<file path="config.mk">
export PLATFORM = sky130hd
export DESIGN_NAME = tx_burst_sched_flat
export DESIGN_NICKNAME = d
export VERILOG_FILES = /design/src/rtl/tx_burst_sched_if.sv /design/src/rtl/tx_burst_sched.sv /design/src/flat_wrapper.sv
export SDC_FILE = /design/constraint.sdc
export NUM_CORES = 1
export LEC_CHECK = 0
export BUFFER_PORTS_ARGS = -buffer_cell sky130_fd_sc_hd__buf_2
export CORE_MARGIN = 3
export CORE_UTILIZATION = 51
export DETAILED_ROUTE_END_ITERATION = 6
export PLACE_DENSITY = 0.77
export SYNTH_ARGS = -nofsm -noshare
export SYNTH_HDL_FRONTEND = slang
export SYNTH_SLANG_ARGS = --single-unit
</file>
<file path="constraint.sdc">
create_clock -name clk -period 2.7 [get_ports clk]
set_clock_uncertainty 0.05 [all_clocks]
set_input_delay 0.27 -clock clk [delete_from_list [all_inputs] [get_ports clk]]
set_output_delay 0.27 -clock clk [all_outputs]
set_load 0.02 [all_outputs]
</file>
<file path="src/rtl/tx_burst_sched_if.sv">
// Control/status bundle between the burst controller and the transmit-filter sequencer.
interface tx_burst_sched_if #(
   parameter int LEN_BITS   = 16,
   parameter int PHASE_BITS = 2
);
   logic                  start;
   logic                  stop;
   logic [LEN_BITS-1:0]   burst_len;
   logic [8:0]            seed;
   logic                  filt_enable;
   logic                  symbol;
   logic [PHASE_BITS-1:0] phase;
   logic                  sym_strobe;
   logic                  busy;
   logic                  done;
   logic [LEN_BITS-1:0]   sym_count;

   modport master (
      output start, stop, burst_len, seed,
      input  filt_enable, symbol, phase, sym_strobe, busy, done, sym_count
   );

   modport slave (
      input  start, stop, burst_len, seed,
      output filt_enable, symbol, phase, sym_strobe, busy, done, sym_count
   );
endinterface

</file>
<file path="src/rtl/tx_burst_sched.sv">
// Burst sequencer for the polyphase BPSK transmit filter: enable, phase, symbol strobe,
// PRBS9 symbols, then DEPTH symbols of tail padding before a one-cycle done pulse.
module tx_burst_sched #(
   parameter int   USAMPLE    = 4,
   parameter int   DEPTH      = 6,
   parameter int   LEN_BITS   = 16,
   parameter logic FLUSH_SYM  = 1'b0,
   parameter int   PHASE_BITS = $clog2(USAMPLE)
) (
   input  logic              clk,
   input  logic              rst,
   tx_burst_sched_if.slave   bus
);
   localparam int FC_BITS = (DEPTH < 2) ? 1 : $clog2(DEPTH);
   localparam logic [PHASE_BITS-1:0] PH_LAST = PHASE_BITS'(USAMPLE - 1);
   localparam logic [PHASE_BITS-1:0] PH_ONE  = PHASE_BITS'(1);
   localparam logic [LEN_BITS-1:0]   LEN_ONE = LEN_BITS'(1);
   localparam logic [LEN_BITS-1:0]   LEN_ZERO = LEN_BITS'(0);
   localparam logic [FC_BITS-1:0]    FC_LAST = FC_BITS'(DEPTH - 1);
   localparam logic [FC_BITS-1:0]    FC_ONE  = FC_BITS'(1);

   typedef enum logic [1:0] {
      ST_IDLE  = 2'd0,
      ST_RUN   = 2'd1,
      ST_FLUSH = 2'd2,
      ST_DONE  = 2'd3
   } state_t;

   state_t                state_r;
   logic [8:0]            prbs_r;
   logic                  stop_r;
   logic [LEN_BITS-1:0]   len_r;
   logic [FC_BITS-1:0]    flush_cnt_r;
   logic                  fe_r;
   logic                  symbol_r;
   logic [PHASE_BITS-1:0] phase_r;
   logic                  busy_r;
   logic                  done_r;
   logic [LEN_BITS-1:0]   sym_count_r;
   logic                  strobe_s;
   logic                  end_s;
   logic [8:0]            seed_s;

   function automatic logic [8:0] prbs9_next(input logic [8:0] cur);
      return {cur[7:0], cur[8] ^ cur[4]};
   endfunction

   // Strobe decode, burst-end decision and seed substitution
   always_comb begin
      strobe_s = fe_r & (phase_r == PH_LAST);
      end_s    = 1'b0;
      seed_s   = bus.seed;
      if (strobe_s) begin
         end_s = ((len_r != LEN_ZERO) && ((sym_count_r + LEN_ONE) == len_r)) | stop_r | bus.stop;
      end else begin
         end_s = 1'b0;
      end
      if (bus.seed == 9'd0) begin
         seed_s = 9'h1FF;
      end else begin
         seed_s = bus.seed;
      end
   end

   // Sequencer FSM with all registered outputs
   always_ff @(posedge clk) begin
      if (rst) begin
         state_r     <= ST_IDLE;
         prbs_r      <= 9'h1FF;
         stop_r      <= 1'b0;
         len_r       <= LEN_ZERO;
         flush_cnt_r <= '0;
         fe_r        <= 1'b0;
         symbol_r    <= 1'b0;
         phase_r     <= '0;
         busy_r      <= 1'b0;
         done_r      <= 1'b0;
         sym_count_r <= LEN_ZERO;
      end else begin
         done_r <= 1'b0;
         case (state_r)
            ST_IDLE: begin
               if (bus.start) begin
                  state_r     <= ST_RUN;
                  prbs_r      <= seed_s;
                  len_r       <= bus.burst_len;
                  sym_count_r <= LEN_ZERO;
                  stop_r      <= 1'b0;
                  fe_r        <= 1'b1;
                  busy_r      <= 1'b1;
                  phase_r     <= '0;
                  symbol_r    <= seed_s[8];
               end
            end
            ST_RUN: begin
               phase_r <= phase_r + PH_ONE;
               if (strobe_s) begin
                  prbs_r      <= prbs9_next(prbs_r);
                  sym_count_r <= sym_count_r + LEN_ONE;
                  if (end_s) begin
                     state_r     <= ST_FLUSH;
                     stop_r      <= 1'b0;
                     flush_cnt_r <= '0;
                     symbol_r    <= FLUSH_SYM;
                  end else begin
                     // Next symbol is the MSB of the shifted register
                     symbol_r <= prbs_r[7];
                  end
               end else if (bus.stop) begin
                  stop_r <= 1'b1;
               end
            end
            ST_FLUSH: begin
               phase_r <= phase_r + PH_ONE;
               if (strobe_s) begin
                  if (flush_cnt_r == FC_LAST) begin
                     state_r  <= ST_DONE;
                     fe_r     <= 1'b0;
                     busy_r   <= 1'b0;
                     done_r   <= 1'b1;
                     phase_r  <= '0;
                     symbol_r <= 1'b0;
                  end else begin
                     flush_cnt_r <= flush_cnt_r + FC_ONE;
                  end
               end
            end
            ST_DONE: begin
               state_r <= ST_IDLE;
            end
            default: begin
               state_r  <= ST_IDLE;
               fe_r     <= 1'b0;
               busy_r   <= 1'b0;
               phase_r  <= '0;
               symbol_r <= 1'b0;
               stop_r   <= 1'b0;
            end
         endcase
      end
   end

   assign bus.filt_enable = fe_r;
   assign bus.symbol      = symbol_r;
   assign bus.phase       = phase_r;
   assign bus.sym_strobe  = strobe_s;
   assign bus.busy        = busy_r;
   assign bus.done        = done_r;
   assign bus.sym_count   = sym_count_r;
endmodule

</file>
<file path="src/flat_wrapper.sv">
// flat-port wrapper written by rule: the top's interface ports become plain ports
module tx_burst_sched_flat 
#(
   parameter int   USAMPLE    = 4,
   parameter int   DEPTH      = 6,
   parameter int   LEN_BITS   = 16,
   parameter logic FLUSH_SYM  = 1'b0,
   parameter int   PHASE_BITS = $clog2(USAMPLE)
)
  (clk, rst, bus_start, bus_stop, bus_burst_len, bus_seed, bus_filt_enable, bus_symbol, bus_phase, bus_sym_strobe, bus_busy, bus_done, bus_sym_count);
  tx_burst_sched_if #(.LEN_BITS(LEN_BITS), .PHASE_BITS(PHASE_BITS)) bus_i ();
  input  logic clk;
  input  logic rst;
  input wire logic [$bits(bus_i.start)-1:0] bus_start;
  input wire logic [$bits(bus_i.stop)-1:0] bus_stop;
  input wire logic [$bits(bus_i.burst_len)-1:0] bus_burst_len;
  input wire logic [$bits(bus_i.seed)-1:0] bus_seed;
  output wire logic [$bits(bus_i.filt_enable)-1:0] bus_filt_enable;
  output wire logic [$bits(bus_i.symbol)-1:0] bus_symbol;
  output wire logic [$bits(bus_i.phase)-1:0] bus_phase;
  output wire logic [$bits(bus_i.sym_strobe)-1:0] bus_sym_strobe;
  output wire logic [$bits(bus_i.busy)-1:0] bus_busy;
  output wire logic [$bits(bus_i.done)-1:0] bus_done;
  output wire logic [$bits(bus_i.sym_count)-1:0] bus_sym_count;
  assign bus_i.start = bus_start;
  assign bus_i.stop = bus_stop;
  assign bus_i.burst_len = bus_burst_len;
  assign bus_i.seed = bus_seed;
  assign bus_filt_enable = bus_i.filt_enable;
  assign bus_symbol = bus_i.symbol;
  assign bus_phase = bus_i.phase;
  assign bus_sym_strobe = bus_i.sym_strobe;
  assign bus_busy = bus_i.busy;
  assign bus_done = bus_i.done;
  assign bus_sym_count = bus_i.sym_count;
  tx_burst_sched #(.USAMPLE(USAMPLE), .DEPTH(DEPTH), .LEN_BITS(LEN_BITS), .FLUSH_SYM(FLUSH_SYM), .PHASE_BITS(PHASE_BITS)) u_core (.clk(clk), .rst(rst), .bus(bus_i));
endmodule
</file>
==> reports/results.tsv, run 1 <==
stage	metric	value	unit
status	outcome	completed	
layout	n_diodes	0	
yosys	synthesis-stage register bit count	52	
setup_path	Critical R2R Capture	u_core.flush_cnt_r[2]	
detailed_routing	number of antenna-violating nets in the routed design	0	
global_routing	GRT overflow	0	
yosys	post-synthesis sequential area ratio	35.0	%
clock_tree	CTS tree	yes	
yosys	Post-synth EDFFs	0	
floorplanning	chip width	82.4	um
yosys	ys flop type	dfxtp_1	
floorplanning	Die Ht	82.4	um
power	total power	2.43	mW
detailed_routing	DRC	0	
setup_path	Worst setup SP type	flip-flop	
min_path	Min-Delay Path Depth	3	
clock_tree	H-tree Lvls	2	
clock_tree	hold buffer count at CTS	0	
yosys	Simple-Gate Fraction of Synth Area	29.2	%
yosys	Yosys warnings	0	
setup_path	crit path max fanout	8	
clock_tree	Root Driver	clkbuf_8	
timing	relative slew slack	53.2	%
layout	layout cells sized above 1	22.0	%
place	Detailed Place HPWL	5.35	mm
yosys	Post-Synth Adder-Cell Area	3.36	%
yosys	mapped cell area	2980	um^2
min_path	hold path start	bus_burst_len[9]	
detailed_routing	vias per std cell	5.88	
floorplanning	top-level port count	52	
detailed_routing	Post-Route WL	7.36	mm
global_routing	first-pass GRT wire length	12.1	mm
setup_path	reg2reg path depth	8	
detailed_routing	WL per Instance	14.6	um
detailed_routing	Starting DRT DRC Count	186	
setup_path	Worst Path Arrival	2720	ps
timing	Slew @ Worst Pin	700	ps
detailed_routing	vias	2957	
yosys	synth unique cells	57	
timing	min Tclk post-route	2570	ps
power	Max rail drop VDD	0.494	mV
clock_tree	maximum clock path buffer count	2	
timing	unrepaired setup endpoints after global routing	false	
timing	Max Freq	390	MHz
setup_path	kind of critical path	reg -> reg	
clock_tree	clock sink count	52	
power	leak pwr	1.41	nW
yosys	multiplexer share of the synthesized area	1.01	%
floorplanning	Die ar.	6790	um^2
yosys	largest family of logic cells by synthesized area	simple AND/OR/NAND/NOR gates	
timing	Final Max Slew Viols	0	
power	Cell Pwr Density	701	nW/um^2
timing	Hold Fails Final Rpt	0	
global_routing	largest net degree at the start of global routing	27	
timing	Tcrit/Tclk final	95.1	%
timing	Fin Setup TNS	0	ps
floorplanning	row count	27	
min_path	hold endpoint	u_core.len_r[9]	
yosys	Gate Count Post-Synth	377	
setup_path	Reg-to-Reg Start	u_core.bus.sym_count[0]	
place	dpl cells	495	
place	# port buffers	51	
floorplanning	Initial Util	53.4	%
global_routing	vias in the first global route	2626	
setup_path	crit end category	flip-flop	
min_path	min-delay worst type	in -> reg	
detailed_routing	drt pass-1 iters	5	
yosys	xor and xnor area share after synthesis	6.48	%
global_routing	global-route usage over all layers	22.5	%
place	RePlAce Congestion	0.868	
clock_tree	Num CTS Buffers	5	
global_routing	initial antenna violation count	0	
yosys	Post-synth ARST share	0	%
timing	# setup viols final	0	
setup_path	critical path required time	2850	ps
floorplanning	Core ar.	5570	um^2
yosys	Compound-Gate Fraction of Synth Area	20.3	%
layout	Nets	468	
clock_tree	clk_lat worst skew	300	ps
layout	area grow syn2layout	16.5	%
run	max-capacitance violation count	0	
setup_path	worst reg-to-reg setup slack	130	ps
clock_tree	clock-pin transition on the worst setup and hold timing paths	100	ps
layout	non-filler cells, final	503	
yosys	Syn Area/Cell	7.89	um^2
yosys	Mapped Nets	414	
layout	fill count	511	
final cells by class:
class | count | area, um^2 | area share [%]
multi-input cells | 291 | 1810 | 52.2
flip-flops and latches | 52 | 1040 | 30.1
clock inverters | 2 | 16.3 | 0.469
clock buffers | 5 | 68.8 | 1.98
repair buffers | 70 | 398 | 11.5
well taps | 72 | 90.1 | 2.60
inverters | 11 | 41.3 | 1.19
power breakdown:
part | internal, mW | total [mW] | switching (mW)
Sequential | 0.909 | 1.03 | 0.122
Combinational | 0.354 | 0.952 | 0.597
Clock | 0.181 | 0.446 | 0.265
metal layers:
| metal | global-route usage (%) | wire length (um) | vias up |
|---|---|---|---|
| li1 | - | - | 1467 |
| met1 | 32.4 | 3550 | 1387 |
| met2 | 34.8 | 3280 | 91 |
| met3 | 3.25 | 419 | 12 |
| met4 | 6.81 | 108 | 0 |
| met5 | 0 | 0 | - |
registers in the layout, summed over array words and instances, names as in the netlist, 2 cells and up:
signal,count
u_core.bus.phase,2
u_core.len_r,16
u_core.prbs_r,9
u_core.state_r,2
u_core.bus.sym_count,16
u_core.flush_cnt_r,3
synthesized netlist by cell type (8+ instances only):
| master | count | area share (%) |
|---|---|---|
| nand2_1 | 63 | 7.9 |
| dfxtp_1 | 52 | 35 |
| a21oi_1 | 36 | 6.1 |
| nor2_1 | 25 | 3.2 |
| nand3_1 | 20 | 3.4 |
| clkbuf_1 | 16 | 2.0 |
| xnor2_1 | 16 | 4.7 |
| o21ai_1 | 10 | 1.7 |
| inv_1 | 9 | 1.1 |
| nor4_1 | 9 | 1.9 |
| ha_1 | 8 | 3.4 |
metrics by stage:
step           hold WS (ps)  instance area [um^2]  setup WS [ps]  utilization, %
3_5_place_dp            413                  3360            141            60.3
6_report                140                  3470            134            62.2
2_1_floorplan           356                  2980           21.5               -
3_3_place_gp            403                  3360            167            60.3
5_1_grt                 138                  3470           8.99            62.2
4_1_cts                 135                  3450           97.0            61.9
placed cells by master (no fill, tap or decap), drive strengths merged, types with 2 or more instances in the layout:
cell type   n
a211o       2
a211oi      2
a21oi      36
a221oi      2
a22oi       3
a311oi      6
a31o        2
a31oi       5
a41oi       3
and2        8
and3        4
and4        2
buf        70
clkbuf      5
dfxtp      52
ha          8
inv        12
mux2i       3
nand2      63
nand2b      2
nand3      21
nand3b      2
nand4       5
nand4b      2
nor2       26
nor2b       2
nor3        5
nor3b       2
nor4       12
o2111ai     2
o211ai      2
o21ai      16
o221ai      7
or3         5
or4         2
xnor2      16
xor2        6
repair_timing:
| item | 4_1_cts | 5_1_grt |
|---|---|---|
| gates resized for setup | 0 | 2 |
| hold endpoints to repair | 0 | 0 |
| setup buffers | 0 | 1 |
| setup endpoints to repair | 0 | 4 |
critical path, stage by stage, from the launching register on:
cell and delay, ps:
dfxtp_2 330, ha_2 220, and2b_1 180, or3_1 330, a31o_1 230, nor4_2 290
nand4_2 230, a211o_1 360, a32o_1 250
cells by family after synthesis:
logic type | count (synthesis)
and+or+nand+nor | 165
buffers and inverters | 34
muxes | 3
AOI/OAI and AO/OA | 93
DFF | 52
xor gates and xnor gates | 22
adders and majority gates | 8
worst max-delay path by stage:
stage | from | endpoint | slack [ps] | cells past startpoint
2_1_floorplan | u_core.bus.sym_count[0] | u_core.flush_cnt_r[2] | 20 | 8
3_3_place_gp | u_core.bus.sym_count[0] | u_core.flush_cnt_r[2] | 170 | 8
3_5_place_dp | u_core.bus.sym_count[0] | u_core.flush_cnt_r[2] | 140 | 8
4_1_cts | u_core.bus.sym_count[0] | u_core.flush_cnt_r[2] | 100 | 8
5_1_grt | u_core.bus.sym_count[0] | u_core.flush_cnt_r[2] | 9 | 9
6_report | u_core.bus.sym_count[0] | u_core.flush_cnt_r[2] | 130 | 8
No activity file was read; power rests on OpenSTA's default activity.
==> run 2, diff against run 1 <==
--- a/config.mk
+++ b/config.mk
@@ -6,10 +6,12 @@
 export NUM_CORES = 1
 export LEC_CHECK = 0
 export BUFFER_PORTS_ARGS = -buffer_cell sky130_fd_sc_hd__buf_2
+export CELL_PAD_IN_SITES_DETAIL_PLACEMENT = 0
+export CELL_PAD_IN_SITES_GLOBAL_PLACEMENT = 1
 export CORE_MARGIN = 3
-export CORE_UTILIZATION = 51
+export CORE_UTILIZATION = 37
 export DETAILED_ROUTE_END_ITERATION = 6
-export PLACE_DENSITY = 0.77
+export PLACE_DENSITY_LB_ADDON = 0.1
 export SYNTH_ARGS = -nofsm -noshare
 export SYNTH_HDL_FRONTEND = slang
 export SYNTH_SLANG_ARGS = --single-unit
==> reports/results.tsv, run 2 (synthesis gave the netlist of run 1 again) <==
stage	metric	value	unit	change
status	outcome	completed		
clock_tree	clock-pin transition on the worst setup and hold timing paths	100	ps	about the same
clock_tree	Num CTS Buffers	5		unchanged
timing	Max Freq	395	MHz	+1.5%
layout	final core occ	45.7	%	-16 points
global_routing	M3 GR Usage	2.84	%	-0.41 points
timing	Hold Fails Final Rpt	0		unchanged
timing	relative slew slack	62.7	%	+9.5 points
timing	unrepaired setup endpoints after global routing	false		
layout	non-filler cells, final	539		+7.2%
detailed_routing	Starting DRT DRC Count	94		-49%
detailed_routing	vias	2866		-3.1%
power	leak pwr	1.45	nW	+2.5%
global_routing	met2 usage	26.8	%	-8.0 points
run	max-capacitance violation count	0		unchanged
place	Detailed Place HPWL	5.99	mm	+12%
timing	Final Max Slew Viols	0		unchanged
clock_tree	CTS tree	yes		
detailed_routing	number of antenna-violating nets in the routed design	0		unchanged
layout	most frequent cells in the layout	nand2_1 (63), buf_2 (51), dfxtp_1 (50), a21oi_1 (36), nor2_1 (25)		
timing	Fin Setup TNS	0	ps	unchanged
global_routing	global-route usage over all layers	18.3	%	-4.2 points
layout	most common cell after layout, fill and taps aside	nand2_1		
setup_path	critical path required time	2860	ps	about the same
layout	fill count	848		+66%
setup_path	crit end category	flip-flop		
global_routing	first-pass GRT wire length	13.1	mm	+8.7%
clock_tree	maximum clock path buffer count	2		unchanged
detailed_routing	WL per Instance	14.8	um	+0.80%
floorplanning	Core ar.	7770	um^2	+39%
min_path	min-delay worst type	in -> reg		
clock_tree	Root Driver	clkbuf_8		
floorplanning	row count	32		+19%
clock_tree	clock sink count	52		unchanged
layout	Nets	473		+1.1%
setup_path	crit path max fanout	8		unchanged
floorplanning	Die ar.	9150	um^2	+35%
global_routing	largest net degree at the start of global routing	27		unchanged
floorplanning	Initial Util	38.3	%	-15 points
global_routing	M1 GR Usage	28.0	%	-4.4 points
place	Area after DPL	3450	um^2	+2.5%
detailed_routing	vias per std cell	5.32		-9.6%
timing	# setup viols final	0		unchanged
layout	area grow syn2layout	19.4	%	
global_routing	GR peak layer	met1		
global_routing	initial antenna violation count	0		unchanged
floorplanning	chip width	95.7	um	+16%
timing	Tcrit/Tclk final	93.7	%	-1.4 points
setup_path	kind of critical path	reg -> reg		
layout	layout cells sized above 1	22.9	%	+0.84 points
layout	final std cell area, no fill	3550	um^2	+2.5%
floorplanning	top-level port count	52		unchanged
floorplanning	Die Ht	95.7	um	+16%
setup_path	Worst setup SP type	flip-flop		
clock_tree	hold buffer count at CTS	0		unchanged
timing	min Tclk post-route	2530	ps	-36.8 ps
timing	Slew @ Worst Pin	560	ps	-140 ps
global_routing	vias in the first global route	2563		-2.4%
layout	n_diodes	0		unchanged
power	Max rail drop VDD	0.409	mV	-17%
detailed_routing	Post-Route WL	7.95	mm	+8.0%
detailed_routing	drt pass-1 iters	4		-1
setup_path	Worst Path Arrival	2690	ps	-30 ps
clock_tree	H-tree Lvls	2		unchanged
place	dpl cells	531		+7.3%
global_routing	GRT overflow	0		unchanged
power	Cell Pwr Density	700	nW/um^2	-0.10%
place	RePlAce Congestion	0.780		-10%
place	# port buffers	51		unchanged
detailed_routing	DRC	0		unchanged
clock_tree	clk_lat worst skew	310	ps	about the same
-- run 2: stage by stage --
step	hold slack, ps	power (mW)	setup slack (ps)
final	137	2.49	170
after global routing	128	2.68	28.7
after CTS	123	2.51	58.2
after detailed placement	407	2.03	96.3
after global placement	408	2.03	147
after floorplan	356	1.76	21.5
-- run 2: path summary, 6_finish.rpt --
path,from,to,slack [ps],depth (start not counted)
setup / recovery,u_core.bus.sym_count[0],u_core.flush_cnt_r[2],170,8
hold / removal,bus_burst_len[1],u_core.len_r[1],140,3
setup reg to reg,u_core.bus.sym_count[0],u_core.flush_cnt_r[2],170,8
hold reg to reg,u_core.prbs_r[2],u_core.prbs_r[2],430,2
-- run 2: routing by layer --
layer  up-vias  part of all wire (%)  routed length, um
li1       1481                     -                  -
met1      1326                    54               4320
met2        54                    41               3250
met3         5                   3.6                290
met4         0                   1.1                 85
met5         -                     0                  0
-- run 2: final cells by class --
type / count / area, um^2 / share of cell area, %
clock inverters: 2 / 13.8 / 0.387
flip-flops and latches: 52 / 1040 / 29.4
repair buffers: 75 / 435 / 12.3
well taps: 102 / 128 / 3.59
clock buffers: 6 / 82.6 / 2.32
inverters: 11 / 41.3 / 1.16
multi-input cells: 291 / 1810 / 50.9
-- run 2: critical path, cell delays in order (launching register included) --
cell,delay [ps]
dfxtp_2,370
ha_4,180
nand3_1,100
or4_1,470
xnor2_1,170
nor4_2,280
nand4_2,220
a211o_1,340
a32o_1,250
-- run 2: what timing repair did --
item / CTS / global route
resized for setup: 0 / 1
buffers inserted: 0 / 0
setup endpoints to repair: 0 / 4
-- run 2: where the power goes --
group / internal, mW / total (mW) / switching [mW]
sequential: 0.909 / 1.03 / 0.124
clock: 0.210 / 0.475 / 0.265
combinational: 0.376 / 0.977 / 0.602
total: 1.50 / 2.49 / 0.991
